File: src/rtl/mips_pkg.sv
// mips_pkg: shared MIPS core constants, fetch FSM state type and instruction width.
// Contents: INSTR_W, major opcode constants, fetch_state_e (S_FAULT exists only with FETCH_ALIGN_CHECK_EN).
package mips_pkg;
   localparam int INSTR_W = 32;
   localparam logic [5:0] OP_RTYPE = 6'b000000;
   localparam logic [5:0] OP_LW    = 6'b100011;
   localparam logic [5:0] OP_SW    = 6'b101011;
   localparam logic [5:0] OP_BEQ   = 6'b000100;
   localparam logic [5:0] OP_ADDI  = 6'b001000;
   localparam logic [5:0] OP_J     = 6'b000010;
`ifdef FETCH_ALIGN_CHECK_EN
   typedef enum logic [2:0] {S_IDLE, S_REQ, S_WAIT, S_HOLD, S_FAULT} fetch_state_e;
`else
   typedef enum logic [2:0] {S_IDLE, S_REQ, S_WAIT, S_HOLD} fetch_state_e;
`endif
endpackage

File: src/rtl/next_pc_calc.sv
// next_pc_calc: combinational successor PC from the held instruction and decoder/ALU controls.
// Ports: pc, instr (held word), branch, jump, zero (ALU) -> next_pc. Jump beats branch; all math mod 2^32.
module next_pc_calc
   import mips_pkg::*;
(
   input  logic [31:0]        pc,
   input  logic [INSTR_W-1:0] instr,
   input  logic               branch,
   input  logic               jump,
   input  logic               zero,
   output logic [31:0]        next_pc
);
   logic [31:0] pc4;
   always_comb begin
      pc4     = pc + 32'd4;
      next_pc = jump ? {pc4[31:28], instr[25:0], 2'b00} :
                (branch & zero) ? pc4 + {{14{instr[15]}}, instr[15:0], 2'b00} : pc4;
   end
endmodule

File: src/rtl/fetch_unit.sv
// fetch_unit: MIPS instruction fetch stage; holds PC, fetches over valid/ready, retires on instr_ack.
// Ports: clk, rst_n (async, active-low); imem_req_valid/ready/addr, imem_rsp_valid/data;
//        pc, instr, opcode, instr_valid, instr_ack; branch, jump, zero; retired_cnt, fetch_fault.
// Option: FETCH_ALIGN_CHECK_EN traps misaligned PCs in a sticky FAULT state; without it the
//         low PC bits are forced to zero and fetch_fault is tied low.
module fetch_unit
   import mips_pkg::*;
#(
   parameter logic [31:0] RESET_PC = 32'h0000_0000,
   parameter int          CNT_W    = 32
) (
   input  logic               clk,
   input  logic               rst_n,
   output logic               imem_req_valid,
   input  logic               imem_req_ready,
   output logic [31:0]        imem_req_addr,
   input  logic               imem_rsp_valid,
   input  logic [INSTR_W-1:0] imem_rsp_data,
   output logic [31:0]        pc,
   output logic [INSTR_W-1:0] instr,
   output logic [5:0]         opcode,
   output logic               instr_valid,
   input  logic               instr_ack,
   input  logic               branch,
   input  logic               jump,
   input  logic               zero,
   output logic [CNT_W-1:0]   retired_cnt,
   output logic               fetch_fault
);
   fetch_state_e state, state_nx;
   logic [31:0] npc_raw, npc;
   next_pc_calc u_npc (
      .pc      (pc),
      .instr   (instr),
      .branch  (branch),
      .jump    (jump),
      .zero    (zero),
      .next_pc (npc_raw)
   );
`ifdef FETCH_ALIGN_CHECK_EN
   localparam logic [31:0] PC_INIT = RESET_PC;
   assign npc = npc_raw;
`else
   localparam logic [31:0] PC_INIT = RESET_PC & ~32'h3;
   assign npc = npc_raw & ~32'h3;
`endif
   assign imem_req_addr = pc;
   assign opcode        = instr[31:26];
   always_comb begin
      state_nx       = state;
      imem_req_valid = (state == S_REQ);
      instr_valid    = (state == S_HOLD);
`ifdef FETCH_ALIGN_CHECK_EN
      fetch_fault    = (state == S_FAULT);
`else
      fetch_fault    = 1'b0;
`endif
      case (state)
`ifdef FETCH_ALIGN_CHECK_EN
         S_IDLE:  state_nx = (PC_INIT[1:0] != 2'b00) ? S_FAULT : S_REQ;
         S_HOLD:  state_nx = !instr_ack ? S_HOLD : (npc[1:0] != 2'b00) ? S_FAULT : S_REQ;
         S_FAULT: state_nx = S_FAULT;
`else
         S_IDLE:  state_nx = S_REQ;
         S_HOLD:  state_nx = instr_ack ? S_REQ : S_HOLD;
`endif
         S_REQ:   state_nx = imem_req_ready ? S_WAIT : S_REQ;
         S_WAIT:  state_nx = imem_rsp_valid ? S_HOLD : S_WAIT;
         default: state_nx = S_IDLE;
      endcase
   end
   // Response capture is gated by WAIT, so stale or same-cycle responses are dropped.
   always_ff @(posedge clk or negedge rst_n) begin
      if (!rst_n) begin
         state       <= S_IDLE;
         pc          <= PC_INIT;
         instr       <= '0;
         retired_cnt <= '0;
      end else begin
         state <= state_nx;
         if (state == S_WAIT && imem_rsp_valid) instr <= imem_rsp_data;
         if (state == S_HOLD && instr_ack) begin
            pc          <= npc;
            retired_cnt <= retired_cnt + CNT_W'(1);
         end
      end
   end
endmodule

File: config.mk
export PLATFORM = sky130hd
export DESIGN_NAME = fetch_unit
export DESIGN_NICKNAME = d
export VERILOG_FILES = /design/src/rtl/mips_pkg.sv /design/src/rtl/next_pc_calc.sv /design/src/rtl/fetch_unit.sv
export SDC_FILE = /design/constraint.sdc
export NUM_CORES = 1
export LEC_CHECK = 0
export BUFFER_PORTS_ARGS = -buffer_cell sky130_fd_sc_hd__buf_4
export CORE_ASPECT_RATIO = 0.5
export CORE_MARGIN = 1
export CORE_UTILIZATION = 30
export CTS_BUF_LIST = sky130_fd_sc_hd__clkbuf_8
export DETAILED_ROUTE_END_ITERATION = 10
export GPL_TIMING_DRIVEN = 1
export PLACE_DENSITY_LB_ADDON = 0.08
export SLEW_MARGIN = 20
export SYNTH_ARGS = -nofsm -noshare
export SYNTH_HDL_FRONTEND = slang
export SYNTH_SLANG_ARGS = --single-unit
File: constraint.sdc
create_clock -name clk -period 3.6 [get_ports clk]
set_clock_uncertainty 0.15 [all_clocks]
set_input_delay 0.36 -clock clk [delete_from_list [all_inputs] [get_ports clk]]
set_output_delay 0.36 -clock clk [all_outputs]
set_load 0.03 [all_outputs]
# Word level (Yosys, flattened, before mapping)
# Index checks and enable logic that the tools add are counted.
dict set report totals {
  ff_bits 97
  word_cells 20
}
dict set report classes {
  n_addsub 3
  n_eq_ne 3
  n_mux 6
  n_bitwise 1
  reduce_logical 3
}
# operator n
set ops {}
lappend ops {{two-way mux 32 bit} 2}
lappend ops {{adder 32 x 1 -> 32 bit (second input constant)} 1}
lappend ops {{adder 32 x 3 -> 32 bit (second input constant)} 1}
lappend ops {{adder 32 bit} 1}
lappend ops {{one-hot mux 2 bit (4 select lines)} 1}
lappend ops {{== test 3 x 2 -> 1 bit (second input constant)} 2}
lappend ops {{two-way mux 2 bit} 2}
lappend ops {{== test 3 x 1 -> 1 bit (second input constant)} 1}
lappend ops {{logical NOT 3 bit} 1}
lappend ops {{logical AND 1 bit} 2}
lappend ops {{AND 1 bit} 1}
lappend ops {{two-way mux 1 bit} 1}

# Depth between registers and ports, before layout
# Gate-level depths: netlist of run 1.
dict set report logic_depth {
  ltp_word 4
  mapped_depth 15
  mapped_depth_nobuf 14
}

# Hierarchy
# From an unflattened synthesis of run 1, not the netlist that was laid out.
dict set report unflattened {
  cells_unflattened 745
  area_unflattened_um2 7066.8
}
# mod n_inst cells_each area_per_inst_um2 seq_area_each_um2
set modules_own_cells {}
lappend modules_own_cells {fetch_unit 1 317 4191.5 2402.3}
lappend modules_own_cells {next_pc_calc 1 428 2875.3 0.0}

# Least setup slack after synthesis of run 1
# OpenSTA, ideal clock, no wires.
dict set report synth_timing {
  kind {reg-to-reg}
  start {register pc[2], in the netlist imem_req_addr[2]}
  end {register pc[27], in the netlist imem_req_addr[27]}
  setup_ns 0.126
  arrival_ns 3.352
  path_slack_ns -0.028
  path_stages_with_launch 16
  path_buffers 1
  cell_sequence {dfrtp_1 ha_1 nand3_1 or2_2 nor2_1 nand2_1 xnor2_1 ha_1 clkbuf_1 a21o_1 o21bai_1 a41oi_1 a31oi_1 nand4_1 mux2i_1 a221o_1}
}
dict set report synth_via {
  elab_chain_len 4
}
# element line
set synth_lines {}
lappend synth_lines {{from (decl)} fetch_unit.sv:19} ;# output logic [31:0] pc,
lappend synth_lines {{from (signal assigned)} fetch_unit.sv:83} ;# pc <= npc;
lappend synth_lines {{adder 32 x 3 -> 32 bit (*)} next_pc_calc.sv:15} ;# pc4 = pc + 32'd4;
lappend synth_lines {{adder 32 bit} next_pc_calc.sv:17} ;# (branch & zero) ? pc4 + {{14{instr[15]}}, instr[15:0], 2'b00} : pc4;
lappend synth_lines {{two-way mux 32 bit (*)} next_pc_calc.sv:17}
lappend synth_lines {{two-way mux 32 bit (*)} next_pc_calc.sv:16} ;# next_pc = jump ? {pc4[31:28], instr[25:0], 2'b00} :
# Mark *: on every way between the ends. The rest lies on a longest branch, timed or not.
# A chain may end at the register's enable or synchronous reset.

# Worst setup path in the final report of run 1
# Same ends and word-level chain as after synthesis.

==> results of run 1 <==
power by group through the flow:
| stage | registers (mW) | clock network (mW) | logic (mW) |
|---|---|---|---|
| detailed placement | 1.98 | 0 | 6.15 |
| global placement | 1.97 | 0 | 6.17 |
| floorplan | 2.61 | 0 | 3.46 |
| CTS | 1.96 | 0.830 | 6.22 |
| finish | 1.96 | 0.784 | 6.51 |
| global route | 2.02 | 0.863 | 7.05 |
registers in the layout, indices dropped and copies added, names as in the netlist:
name,cells
retired_cnt,32
imem_req_addr,30
state,2
instr,32
metal layers:
layer  vias to the layer above  wire length, µm
li1                       3126                -
met1                      3135            10800
met2                       168            10800
met3                        29              988
met4                         0              382
met5                         -                0
layout make-up:
class	count	share of cell area [%]
multi-input cells	591	45.6
flip-flops and latches	96	25.7
repair buffers	260	22.0
well taps	300	4.01
clock buffers	10	1.47
clock inverters	6	0.721
inverters	13	0.521
Yosys cell counts, types with 4 or more instances:
cell	instances
dfrtp_1	96
nand2_1	83
a21oi_1	48
xnor2_1	45
nor2_1	42
buf_4	41
ha_1	41
mux2_2	36
nand3_1	33
o21ai_0	31
xor2_1	31
nand4_1	22
and3_1	18
clkbuf_1	18
a21o_1	16
nor3_1	15
inv_1	13
and2_1	10
a22oi_1	9
o211ai_1	9
a31oi_1	7
and4_1	7
mux2i_1	7
o21bai_1	7
o31ai_1	7
a211oi_1	5
buf_1	5
o22ai_1	5
o221ai_1	4
or3_1	4
critical path, stage by stage, from the launching register on:
cell      delay [ns]
dfrtp_2         0.43
buf_4           0.14
ha_1            0.16
nand4_1         0.09
buf_4           0.18
nor2_1          0.13
xor2_1          0.37
ha_4            0.23
a21oi_2         0.08
o211ai_1        0.21
a41oi_1         0.19
a31oi_2         0.29
nand4_1         0.17
mux2i_1         0.15
a221o_1         0.35
layout by cell type, fill, tap and decap left out, types with 32 or more instances in the layout:
cell           count
nand2_1           81
mux2_2            36
dlygate4sd3_1     34
dfrtp_1           94
buf_4            224
nor2_1            39
nand3_1           32
xnor2_1           43
a21oi_1           45
ha_1              32
repair_timing:
item                                    in CTS  in global routing
buffers inserted                             0                  7
endpoints found under the hold margin       94                  0
hold buffers                                34                  0
endpoints found under the setup margin       2                 11
gates resized for setup                      2                 40
pin swaps                                    0                 14
final timing paths:
| check | startpoint | to |
|---|---|---|
| min in group asynchronous | rst_n | instr[26]$_DFFE_PN0P_ |
| setup / recovery | imem_req_addr[2]$_DFFE_PN0P_ | imem_req_addr[27]$_DFFE_PN0P_ |
| hold reg to reg | retired_cnt[10]$_DFFE_PN0P_ | retired_cnt[10]$_DFFE_PN0P_ |
| max in group asynchronous | rst_n | retired_cnt[23]$_DFFE_PN0P_ |
| hold / removal | imem_rsp_data[13] | instr[13]$_DFFE_PN0P_ |
| setup reg to reg | imem_req_addr[2]$_DFFE_PN0P_ | imem_req_addr[27]$_DFFE_PN0P_ |
cell families after synthesis:
| logic type | Yosys count | synth area share, % |
|---|---|---|
| DFF | 96 | 34.8 |
| muxes | 43 | 6.88 |
| other | 1 | 0.0543 |
| xor gates and xnor gates | 77 | 9.87 |
| and+or+nand+nor | 257 | 18.8 |
| adders and majority gates | 42 | 7.72 |
| buffers and inverters | 79 | 6.56 |
| AOI/OAI and AO/OA | 167 | 15.3 |
through the flow:
stage	instance area (µm²)	power, mW
finish	9370	9.25
global route	9370	9.93
CTS	9120	9.01
detailed placement	8560	8.12
global placement	8560	8.14
floorplan	6920	6.07
==> flow_summary.toml, run 1 <==
[timing]
fin_crit_ns = 3.46
maxSlewViolCount = 0
worst_pin_slew_ns = 0.883
holdWs_ns = 0.0350
hold_viol = 0
fmax_mhz = 289
worst_slack_ns = 0.141
finalSetupViolations = 0
relSlewSlack_pct = 41.1
min_period_over_period_pct = 96.1
fin_tns_setup_ns = 0

[floorplan]
start_util_pct = 31.2
die_h_um = 109
core_area_um2 = 22100
die_x_um = 217
ios = 177
fp-row-count = 38
die_area_um2 = 23700

[synthesis]
synthCells = 762
synth_cell_type_count = 57
synth_top_cell_area_share_pct = 34.8
ys.flop_type = "dfrtp_1"
syn_area_um2 = 6910
synthArstFlopShare_pct = 100
ys_seq_area_share_pct = 34.8
synthTopCellsByArea = "dfrtp_1 (35%), ha_1 (7.4%), mux2_2 (5.9%)"
yosys.area.top_type = "dfrtp_1"
yosysWarnings = 0
synth_edf_count = 0
postSynthAreaPerCell_um2 = 9.06
ys_seq_elements = 96

[clock_network]
cts_max_level = 3
cts_tree = "built"
cts_buffers = 9
root_buffer = "clkbuf_8"
clk_path_buf_depth = 2
clk_latency_ns = 0.41
cts.sinks = 96
clk_transition_reported_paths_ns = 0.11

[power_and_ir_drop]
intPower_mw = 4.49
p_switching_mw = 4.75
p_seq_share_pct = 21.1
pwr-share-comb_pct = 70.4
switching_share_pct = 51.4
p_leak_nw = 4.32
p_clk_share_pct = 8.5
pwr_density_cell_nw_per_um2 = 987
vdd_drop_max_mv = 0.473

[global_routing]
busiest_layer = "met2"
grt-ovfl-total = 0
grt_max_degree = 64
grt_pass1_wl_um = 35200
first_global_vias = 6239
gr-usage-met1_pct = 26.2
gr-usage-met2_pct = 32.0
grt_usage_pct = 19.6
grt.met3_usage_pct = 3.85
antenna_found_initial = 0

[critical_path]
critPathKind = "flip-flop to flip-flop"
endpoint_kind = "flip-flop"
reg2reg_slack_ns = 0.14
cp-start-kind = "flip-flop"
crit_fanout = 6
reg2reg_depth = 14
arrival_ns = 3.62
cp.required_ns = 3.76

[routing]
wl_um = 23000
drtIter0Drc = 359
via_per_inst = 5.06
drc = 0
first_pass_iters = 4
antenna_left = 0
route.vias.total = 6458
wire_per_inst_um = 18.0

[outcome]
status = "finished, final reports clean"

[layout]
drive_above_1_share_pct = 33.1
multi_input_area_um2 = 4270
instances_no_fill = 1276
diodes = 0
fill_cells = 2214
regArea_um2 = 2400
nets = 1053
syn2layout_area_growth_pct = 35.7
post-route-util_pct = 42.4

[placement]
portBuffers = 171
globalplace.congestion = 0.895
dp.cells = 1219
place_ws_ns = -0.143
post-dp-hpwl_um = 17300

[run]
cap_violations = 0

[min_path]
worstHoldPathCells = 2
hold_path_class = "primary input to flip-flop"
(Power assumes the default switching activity.)
==> run 2, diff against run 1 <==
- SYNTH_HIERARCHICAL: not set -> 1
==> flow_summary.toml, run 2 <==
[outcome]
status = "complete, but fails checks"
violations = "setup timing"

[placement]
place_ws_ns = -0.242
post-dp-hpwl_um = 17600
portBuffers = 171
globalplace.congestion = 0.885

[timing]
rsz0062_at_grt = "yes"
fin_crit_ns = 3.79
finalSetupViolations = 11
hold_viol = 0
holdWs_ns = 0.0329
worst_slack_ns = -0.192
maxSlewViolCount = 0
min_period_over_period_pct = 105
relSlewSlack_pct = 34.1
worst_pin_slew_ns = 0.985
fmax_mhz = 264

[layout]
regArea_um2 = 2410
drive_above_1_share_pct = 49.2
syn2layout_area_growth_pct = 51.9
final_cell_mix = "buf_4 (319), dfrtp_1 (91), mux2_2 (66), nand2_1 (50), nor2_1 (34)"
mostFrequentLayoutCell = "buf_4"
fill_cells = 2199
diodes = 0
nets = 1132
multi_input_area_um2 = 4860

[global_routing]
grt_pass1_wl_um = 37600
grt-ovfl-total = 0
grt_max_degree = 52
grt_usage_pct = 20.3
first_global_vias = 6633
antenna_found_initial = 0

[critical_path]
arrival_ns = 3.96
endpoint_kind = "flip-flop"
cp.required_ns = 3.77
critPathKind = "flip-flop to flip-flop"
crit_fanout = 5
cp-start-kind = "flip-flop"

[clock_network]
root_buffer = "clkbuf_8"
cts_buffers = 9
cts_tree = "built"
cts.sinks = 96
clk_latency_ns = 0.44
clk_transition_reported_paths_ns = 0.11
clk_path_buf_depth = 2
cts_max_level = 3

[power_and_ir_drop]
pwr_density_cell_nw_per_um2 = 1120
vdd_drop_max_mv = 0.482
p_leak_nw = 5.09

[synthesis]
postSynthAreaPerCell_um2 = 9.49
synthCells = 743
syn_area_um2 = 7050
yosysWarnings = 6

[routing]
route.vias.total = 6684
wire_per_inst_um = 17.7
wl_um = 24100
first_pass_iters = 5
drtIter0Drc = 341
antenna_left = 0
drc = 0
via_per_inst = 4.91

[min_path]
hold_path_class = "primary input to flip-flop"

[floorplan]
die_area_um2 = 24200
ios = 177
fp-row-count = 39
core_area_um2 = 22900
start_util_pct = 30.8
die_x_um = 219
die_h_um = 110

[run]
cap_violations = 0
[run 2: cell types whose count changed in the layout (fill, tap and decap cells not counted), sizes merged, moves of 8 or more]
cell   change
o21ai     -11
and3       -8
a21o       +8
o21a      +11
nand2     -26
mux2      +32
buf       +99
and2      -10
[run 2: metal layers]
| metal | share of wire (%) | global-route usage [%] |
|---|---|---|
| met2 | 45 | 30.4 |
| met5 | 0 | 0 |
| met3 | 4.2 | 4.57 |
| met4 | 1.3 | 4.26 |
| met1 | 49 | 29.5 |
[run 2: final cells by class]
class	instances	share of cell area, %
inverter	17	0.595
multi-input combinational	568	45.4
tap	307	3.58
timing repair buffer	358	26.1
sequential	96	22.5
clock inverter	6	0.549
clock buffer	10	1.28
[run 2: path summary, 6_finish.rpt]
kind	slack, ns	start	depth (start not counted)	end
hold / removal	0.03	imem_rsp_data[12]	2	instr[12]$_DFFE_PN0P_
hold reg to reg	0.34	retired_cnt[31]$_DFFE_PN0P_	1	retired_cnt[31]$_DFFE_PN0P_
min in group asynchronous	0.35	rst_n	2	imem_req_addr[29]$_DFFE_PN0P_
max in group asynchronous	2.19	rst_n	3	instr[1]$_DFFE_PN0P_
setup reg to reg	-0.19	imem_req_addr[5]$_DFFE_PN0P_	17	imem_req_addr[23]$_DFFE_PN0P_
setup / recovery	-0.19	imem_req_addr[5]$_DFFE_PN0P_	17	imem_req_addr[23]$_DFFE_PN0P_
[run 2: metrics by stage]
step | cell area (µm²) | power, mW | utilization [%] | cells | setup TNS (ns)
floorplan | 7150 | 6.89 | - | 747 | -0.839
global placement | 9370 | 9.96 | 40.8 | 1288 | -2.28
detailed placement | 9370 | 9.95 | 40.8 | 1288 | -2.09
CTS | 10200 | 11.3 | 44.6 | 1347 | -0.721
global route | 10700 | 12.8 | 46.7 | 1362 | -2.93
finish | 10700 | 12.1 | 46.7 | 1362 | -1.09
[run 2: critical path: stages (launching register included)]
cell and delay (ns):
dfrtp_2 0.37, and4_4 0.23, and4_4 0.23, and2b_2 0.19, buf_6 0.12, nand3_2 0.10, xnor2_2 0.20, ha_1 0.32
nand2_2 0.09, o211ai_1 0.26, a21oi_2 0.13, a221oi_4 0.31, buf_4 0.17, a31oi_2 0.10, xor2_1 0.21, o21ai_1 0.13
o21a_1 0.13, mux2_2 0.25
[run 2: what timing repair did]
action                     4_1_cts  5_1_grt
pin swaps                       27       38
resized for setup               54       66
setup endpoints to repair       12       20
hold buffers                    32        1
setup buffers                   11       15
hold endpoints to repair        80        1
[run 2: power by group]
group | internal (mW) | total, mW | switching (mW)
clock | 0.288 | 0.767 | 0.479
combinational | 4.41 | 9.31 | 4.90
sequential | 1.47 | 1.98 | 0.503
total | 6.17 | 12.1 | 5.88
